==> src/rtl/sat_counter.sv <==
// rtl/sat_counter.sv - Saturating up-counter whose clear still counts a same-cycle increment
module sat_counter #(
  parameter int CW = 32
) (
  input  logic          clk,
  input  logic          rst_n,
  input  logic          inc,
  input  logic          clr,
  output logic [CW-1:0] q
);
  always_ff @(posedge clk or negedge rst_n) begin
    if (!rst_n) begin
      q <= '0;
    end else if (clr) begin
      q <= CW'(inc);
    end else if (inc && (q != '1)) begin
      q <= q + CW'(1);
    end
  end
endmodule

==> config.mk <==
export PLATFORM = sky130hd
export DESIGN_NAME = sat_counter
export DESIGN_NICKNAME = d
export VERILOG_FILES = /design/src/rtl/sat_counter.sv
export SDC_FILE = /design/constraint.sdc
export NUM_CORES = 1
export LEC_CHECK = 0
export CAP_MARGIN = 20
export CELL_PAD_IN_SITES_DETAIL_PLACEMENT = 1
export CELL_PAD_IN_SITES_GLOBAL_PLACEMENT = 1
export CORE_MARGIN = 5
export CORE_UTILIZATION = 38
export DETAILED_ROUTE_END_ITERATION = 16
export PLACE_DENSITY = 0.91
export SLEW_MARGIN = 20
export SYNTH_ARGS = -nofsm -noshare
export SYNTH_HDL_FRONTEND = slang
export SYNTH_SLANG_ARGS = --single-unit
==> constraint.sdc <==
create_clock -name clk -period 2.6 [get_ports clk]
set_clock_uncertainty 0.05 [all_clocks]
set_input_delay 0.26 -clock clk [delete_from_list [all_inputs] [get_ports clk]]
set_output_delay 0.26 -clock clk [all_outputs]
set_load 0.03 [all_outputs]
==> impl_metrics.py, run 1 <==
metrics = {
    "power_and_ir_drop": {
        "p_int_uw": 737,
        "power.leakage_uw": 0.000829,
        "p_per_area_nw_per_um2": 426,
        "seqPwrFrac_pct": 52.3,
        "clockPowerShare_pct": 40.8,
        "swShare_pct": 24.3,
        "vdd_drop_max_mv": 0.211,
        "power_switching_uw": 236,
        "combPwrFrac_pct": 6.8,
    },
    "final_layout": {
        "reg.largest.list": "q (32)",
        "largest_reg_flops": 32,
        "fin_cells": 291,
        "layout-drive-gt1-share_pct": 9.21,
        "syn_to_final_growth_pct": 30.8,
        "nets": 243,
        "diodes": 0,
        "top_register": "q",
        "seqCellArea_sq_um": 801,
        "multi_input_area_sq_um": 883,
        "fillerInstances": 539,
    },
    "drt": {
        "drc": 0,
        "dr.first_iter.drc_count": 65,
        "avgViaCountPerCell": 5.90,
        "wl_per_cell_microns": 17.1,
        "wirelength_microns": 4980,
        "vias": 1718,
        "first_pass_iters": 4,
        "postRouteAntennaNets": 0,
    },
    "global_routing": {
        "grt_start_max_net_pins": 33,
        "grt-ovfl-total": 0,
        "grt_pass1_wl_microns": 8470,
        "grt.total_usage_pct": 17.2,
        "first_global_vias": 1714,
        "antenna_found_initial": 0,
    },
    "clock_network": {
        "htreeDepth": 2,
        "cts_buffers": 5,
        "cts_tree": "done",
        "clk_pin_slew_ns": 0.07,
        "cts_hold_buf": 0,
        "worstSkewPairLatency_ns": 0.29,
        "clk_path_buf_depth": 2,
        "post-cts-setup-buffer-count": 0,
        "postCtsResizedCells": 0,
        "cts_num_sinks": 32,
        "cts_root_buf": "clkbuf_8",
    },
    "placement": {
        "place_hpwl_microns": 3680,
        "portBuffers": 35,
        "dpl_worst_slack_ns": 0.163,
        "routabilityCongestion": 0.732,
        "dp.cells": 283,
    },
    "setup_path": {
        "r2r-start": "q[20]$_DFFE_PN0P_",
        "cp_max_fo": 7,
        "reg2reg_to": "q[30]$_DFFE_PN0P_",
        "crit_path_start": "q[20]$_DFFE_PN0P_",
        "reg2reg_depth": 5,
        "r2r_slack_ns": 0.16,
        "critical_path_arrival_ns": 2.60,
        "worstSetupEndpoint": "q[30]$_DFFE_PN0P_",
        "endpoint_kind": "flip-flop",
        "crit_path_start_kind": "flip-flop",
        "path_class": "flip-flop to flip-flop",
        "crit_required_ns": 2.76,
    },
    "synth": {
        "synth_xor_area_share_pct": 3.01,
        "synthAdderAreaFrac_pct": 0.716,
        "yosysWarnings": 0,
        "synth_nets": 200,
        "synth-seq-area-share_pct": 45.8,
        "syn_area_per_cell_sq_um": 8.96,
        "synth_compound_area_share_pct": 17.8,
        "ys_types": 30,
        "muxShareOfSynthArea_pct": 0.573,
        "synthSimpleGateAreaFrac_pct": 28.5,
        "synth_area_sq_um": 1750,
        "synth_top_family_by_area": "simple AND/OR/NAND/NOR gates",
        "netlist_instances": 195,
        "synth_seq_cells": 32,
    },
    "sta": {
        "min_period_ns": 2.44,
        "setup_viol": 0,
        "rsz0062_at_grt": "false",
        "tns_ns": 0,
        "fmax_mhz": 410,
        "holdWs_ns": 0.329,
        "drv_slew": 0,
        "tightest_slew_ns": 0.529,
        "relSlewSlack_pct": 64.7,
        "worst_slack_ns": 0.163,
        "period_share_pct": 93.7,
        "finalHoldViolCount": 0,
    },
    "floorplan": {
        "die_x_microns": 77.8,
        "die_area_sq_um": 6060,
        "initial_core_util_pct": 39.6,
        "die_y_microns": 77.8,
        "design.core.area_sq_um": 4410,
        "rows": 24,
        "io_pins": 36,
    },
    "job": {
        "cap_violations": 0,
    },
    "hold_path": {
        "hold_class": "input port to asynchronous set/reset pin",
    },
    "run_status": {
        "status": "finished, final reports clean",
    },
}
-- worst min path at each step --
| stage | start | endpoint | slack, ns | cells after the start |
|---|---|---|---|---|
| floorplan | rst_n | q[0]$_DFFE_PN0P_ | -0.09 | 0 |
| CTS | rst_n | q[29]$_DFFE_PN0P_ | 0.34 | 2 |
| detailed placement | q[31]$_DFFE_PN0P_ | q[31]$_DFFE_PN0P_ | 0.54 | 2 |
| finish | rst_n | q[29]$_DFFE_PN0P_ | 0.33 | 2 |
| global route | rst_n | q[2]$_DFFE_PN0P_ | 0.39 | 2 |
| global placement | q[23]$_DFFE_PN0P_ | q[23]$_DFFE_PN0P_ | 0.51 | 2 |
-- cell type report --
| type | count | area share (%) |
|---|---|---|
| inverter | 7 | 1.15 |
| clock inverter | 2 | 0.438 |
| tap | 52 | 2.85 |
| clock buffer | 6 | 3.61 |
| multi-input combinational | 148 | 38.6 |
| timing repair buffer | 44 | 18.3 |
| sequential | 32 | 35.0 |
-- metrics by stage --
step | util (%) | total power [uW] | area [sq um]
global placement | 49.7 | 584 | 2190
floorplan | - | 547 | 1750
CTS | 51.8 | 988 | 2290
detailed placement | 49.7 | 587 | 2190
global route | 51.8 | 1020 | 2290
finish | 51.8 | 974 | 2290
-- layout by cell type (no fill, tap or decap) --
cell type / netlist / routed
nand4_1: 7 / 7
buf_4: 0 / 9
clkbuf_8: 0 / 6
o31a_1: 1 / 1
and3_1: 1 / 1
o31ai_1: 7 / 7
nor4_1: 6 / 6
clkinv_2: 0 / 2
mux2i_1: 1 / 1
nor3_1: 3 / 3
clkdlybuf4s50_1: 0 / 35
inv_1: 7 / 7
a21o_1: 1 / 1
a21oi_1: 22 / 22
o21ai_0: 18 / 18
o311ai_2: 1 / 1
nand4_2: 1 / 1
or4_4: 2 / 2
and2_1: 3 / 3
o21a_1: 1 / 1
dfrtp_1: 32 / 32
or3_1: 18 / 18
xor2_1: 2 / 2
or4_1: 6 / 6
nand3_1: 11 / 11
ha_1: 1 / 1
a31o_2: 1 / 1
xnor2_1: 4 / 4
a41oi_1: 1 / 1
nand2_1: 14 / 14
and4_1: 4 / 4
nor2_1: 11 / 11
-- power by group through the flow --
stage | sequential [uW] | combinational (uW) | clock (uW)
CTS | 509 | 68.2 | 411
detailed placement | 519 | 68.3 | 0
floorplan | 527 | 20.4 | 0
global route | 510 | 74.1 | 432
finish | 509 | 66.6 | 398
global placement | 518 | 66.2 | 0
-- Yosys cell counts --
cell	number	area (sq um)
and2_1	3	18.8
nand4_2	1	12.5
a21oi_1	22	110
buf_6	1	11.3
o31ai_1	7	52.6
a41oi_1	1	8.76
xnor2_1	4	35.0
o21ai_0	18	90.1
nor4_1	6	37.5
clkbuf_1	7	26.3
nor2_1	11	41.3
nor3_1	3	15.0
o21a_1	1	7.51
o311ai_2	1	16.3
a31o_2	1	8.76
and3_1	1	6.26
or4_1	6	45.0
and4_1	4	35.0
or4_4	2	22.5
nand2_1	14	52.6
or3_1	18	113
nand3_1	11	55.1
ha_1	1	12.5
nand4_1	7	43.8
xor2_1	2	17.5
o31a_1	1	8.76
inv_1	7	26.3
a21o_1	1	7.51
mux2i_1	1	10.0
dfrtp_1	32	801
-- cell families (layout without fill, tap and decap cells) --
logic type | count (synthesis) | in the layout
adders and majority gates | 1 | 1
AOI/OAI and AO/OA | 53 | 53
DFF | 32 | 32
and+or+nand+nor | 87 | 87
buffers and inverters | 15 | 59
xor gates and xnor gates | 6 | 6
muxes | 1 | 1
-- worst max-delay path, stage by stage (launching register included) --
cell and delay (ns):
dfrtp_1 0.44, nand4_1 0.22, or4_4 0.59, or4_4 0.57, or3_1 0.34, a21oi_1 0.16
-- per-layer routing --
metal | vias up | wire, microns | GRT usage (%)
met5 | - | 0 | 0
met4 | 0 | 45 | 4.64
met3 | 6 | 237 | 3.82
met2 | 41 | 2440 | 28.3
met1 | 845 | 2260 | 22.6
li1 | 826 | - | -
(Power assumes the default switching activity.)
==> inputs of run 2 (changes only) <==
- RECOVER_POWER: default -> 50
- SLEW_MARGIN: 20 -> 5
==> impl_metrics.py, run 2 (synthesized netlist as in run 1, its figures left out) <==
metrics = {
    "clock_network": {
        "cts_buffers": 5,
        "cts_num_sinks": 32,
        "clk_path_buf_depth": 2,
        "cts_root_buf": "clkbuf_8",
        "clk_pin_slew_ns": 0.07,
        "postCtsResizedCells": 0,
        "post-cts-setup-buffer-count": 0,
        "worstSkewPairLatency_ns": 0.29,
        "htreeDepth": 2,
        "cts_hold_buf": 0,
        "cts_tree": "done",
    },
    "final_layout": {
        "diodes": 0,
        "final_cell_mix": "dfrtp_1 (32), a21oi_1 (22), clkdlybuf4s50_1 (19), o21ai_0 (18), or3_1 (18)",
        "nets": 243,
        "fillerInstances": 541,
        "reg.largest.list": "q (32)",
        "largest_reg_flops": 32,
        "syn_to_final_growth_pct": 30.6,
        "layout-drive-gt1-share_pct": 8.79,
        "postLayoutCoreUtil_pct": 51.7,
        "final_common_cell": "dfrtp_1",
        "fin_cells": 291,
        "top_register": "q",
    },
    "run_status": {
        "status": "complete, but fails checks",
        "violations": "max-capacitance violations, max-slew violations",
    },
    "global_routing": {
        "grt_use_met2_pct": 28.3,
        "grt_start_max_net_pins": 33,
        "top_usage_layer": "met2",
        "grt_use_met1_pct": 22.6,
        "grt_pass1_wl_microns": 8470,
        "first_global_vias": 1714,
        "use_met3_pct": 3.82,
        "grt-ovfl-total": 0,
        "grt.total_usage_pct": 17.2,
        "antenna_found_initial": 0,
    },
    "drt": {
        "avgViaCountPerCell": 5.93,
        "dr.first_iter.drc_count": 54,
        "vias": 1727,
        "postRouteAntennaNets": 0,
        "drc": 0,
        "wl_per_cell_microns": 17.1,
        "first_pass_iters": 4,
        "wirelength_microns": 4970,
    },
    "power_and_ir_drop": {
        "seqPwrFrac_pct": 52.4,
        "p_int_uw": 736,
        "vdd_drop_max_mv": 0.211,
        "p_per_area_nw_per_um2": 426,
        "swShare_pct": 24.3,
        "clockPowerShare_pct": 40.9,
        "combPwrFrac_pct": 6.7,
        "power.leakage_uw": 0.000879,
        "power_switching_uw": 236,
    },
    "sta": {
        "period_share_pct": 93.7,
        "finalHoldViolCount": 0,
        "rsz0062_at_grt": "false",
        "fmax_mhz": 411,
        "min_period_ns": 2.44,
        "setup_viol": 0,
        "drv_slew": 33,
        "relSlewSlack_pct": -20.8,
        "tns_ns": 0,
        "tightest_slew_ns": 1.81,
    },
    "floorplan": {
        "die_y_microns": 77.8,
        "design.core.area_sq_um": 4410,
        "die_area_sq_um": 6060,
        "io_pins": 36,
        "rows": 24,
        "initial_core_util_pct": 39.6,
        "die_x_microns": 77.8,
    },
    "setup_path": {
        "critical_path_arrival_ns": 2.60,
        "crit_path_start_kind": "flip-flop",
        "endpoint_kind": "flip-flop",
        "crit_required_ns": 2.76,
        "path_class": "flip-flop to flip-flop",
        "cp_max_fo": 7,
    },
    "placement": {
        "portBuffers": 35,
        "routabilityCongestion": 0.732,
        "place_hpwl_microns": 3680,
        "dp.cells": 283,
    },
    "hold_path": {
        "hold_class": "flip-flop to flip-flop",
    },
    "job": {
        "cap_violations": 1,
    },
}
==> run 2: cell types whose count changed in the layout (fill, tap and decap cells not counted), sizes merged <==
cell           delta
dlygate4sd3      +16
clkbuf            +1
buf               -1
clkdlybuf4s50    -16
==> run 2: worst paths after layout <==
path	startpoint	slack [ns]	to	cells after the start
setup reg to reg	q[20]$_DFFE_PN0P_	0.16	q[30]$_DFFE_PN0P_	5
max in group asynchronous	rst_n	0.51	q[24]$_DFFE_PN0P_	2
hold reg to reg	q[23]$_DFFE_PN0P_	0.54	q[23]$_DFFE_PN0P_	2
hold / removal	q[23]$_DFFE_PN0P_	0.54	q[23]$_DFFE_PN0P_	2
min in group asynchronous	rst_n	0.95	q[29]$_DFFE_PN0P_	2
setup / recovery	q[20]$_DFFE_PN0P_	0.16	q[30]$_DFFE_PN0P_	5
==> run 2: area by class of cell <==
class,count,area [sq um],share of cell area (%)
timing repair buffer,44,414,18.1
clock buffer,6,82.6,3.62
clock inverter,2,10.0,0.439
inverter,7,26.3,1.15
tap,52,65.1,2.85
sequential,32,801,35.1
multi-input combinational,148,883,38.7
==> run 2: layer usage <==
| layer | routed length (microns) | vias to the layer above |
|---|---|---|
| li1 | - | 824 |
| met1 | 2290 | 865 |
| met2 | 2450 | 32 |
| met3 | 189 | 6 |
| met4 | 45 | 0 |
| met5 | 0 | - |
==> run 2: power by group through the flow <==
| stage | clock network, uW | logic (uW) | registers [uW] |
|---|---|---|---|
| 6_report | 397 | 65.0 | 509 |
| 4_1_cts | 411 | 68.2 | 509 |
| 2_1_floorplan | 0 | 20.4 | 527 |
| 3_5_place_dp | 0 | 68.3 | 519 |
| 3_3_place_gp | 0 | 66.2 | 518 |
| 5_1_grt | 432 | 72.2 | 510 |
==> run 2: through the flow <==
step	total power [uW]	cell area [sq um]	hold WS [ns]	setup WS [ns]
6_report	972	2280	0.542	0.165
5_1_grt	1010	2280	0.575	0.00470
4_1_cts	988	2290	0.339	0.137
3_5_place_dp	587	2190	0.538	0.163
3_3_place_gp	584	2190	0.513	0.267
2_1_floorplan	547	1750	-0.0856	0.0768
==> run 2: critical path, cell delays in order, from the launching register on <==
cell and delay (ns):
dfrtp_1 0.44, nand4_1 0.22, or4_4 0.59, or4_4 0.57
or3_1 0.34, a21oi_1 0.16
==> inputs of run 3 (changes only) <==
- SLEW_MARGIN: 5 -> default
==> results of run 3 <==
No change in the layout: final DEF, timing and power equal those of run 2.
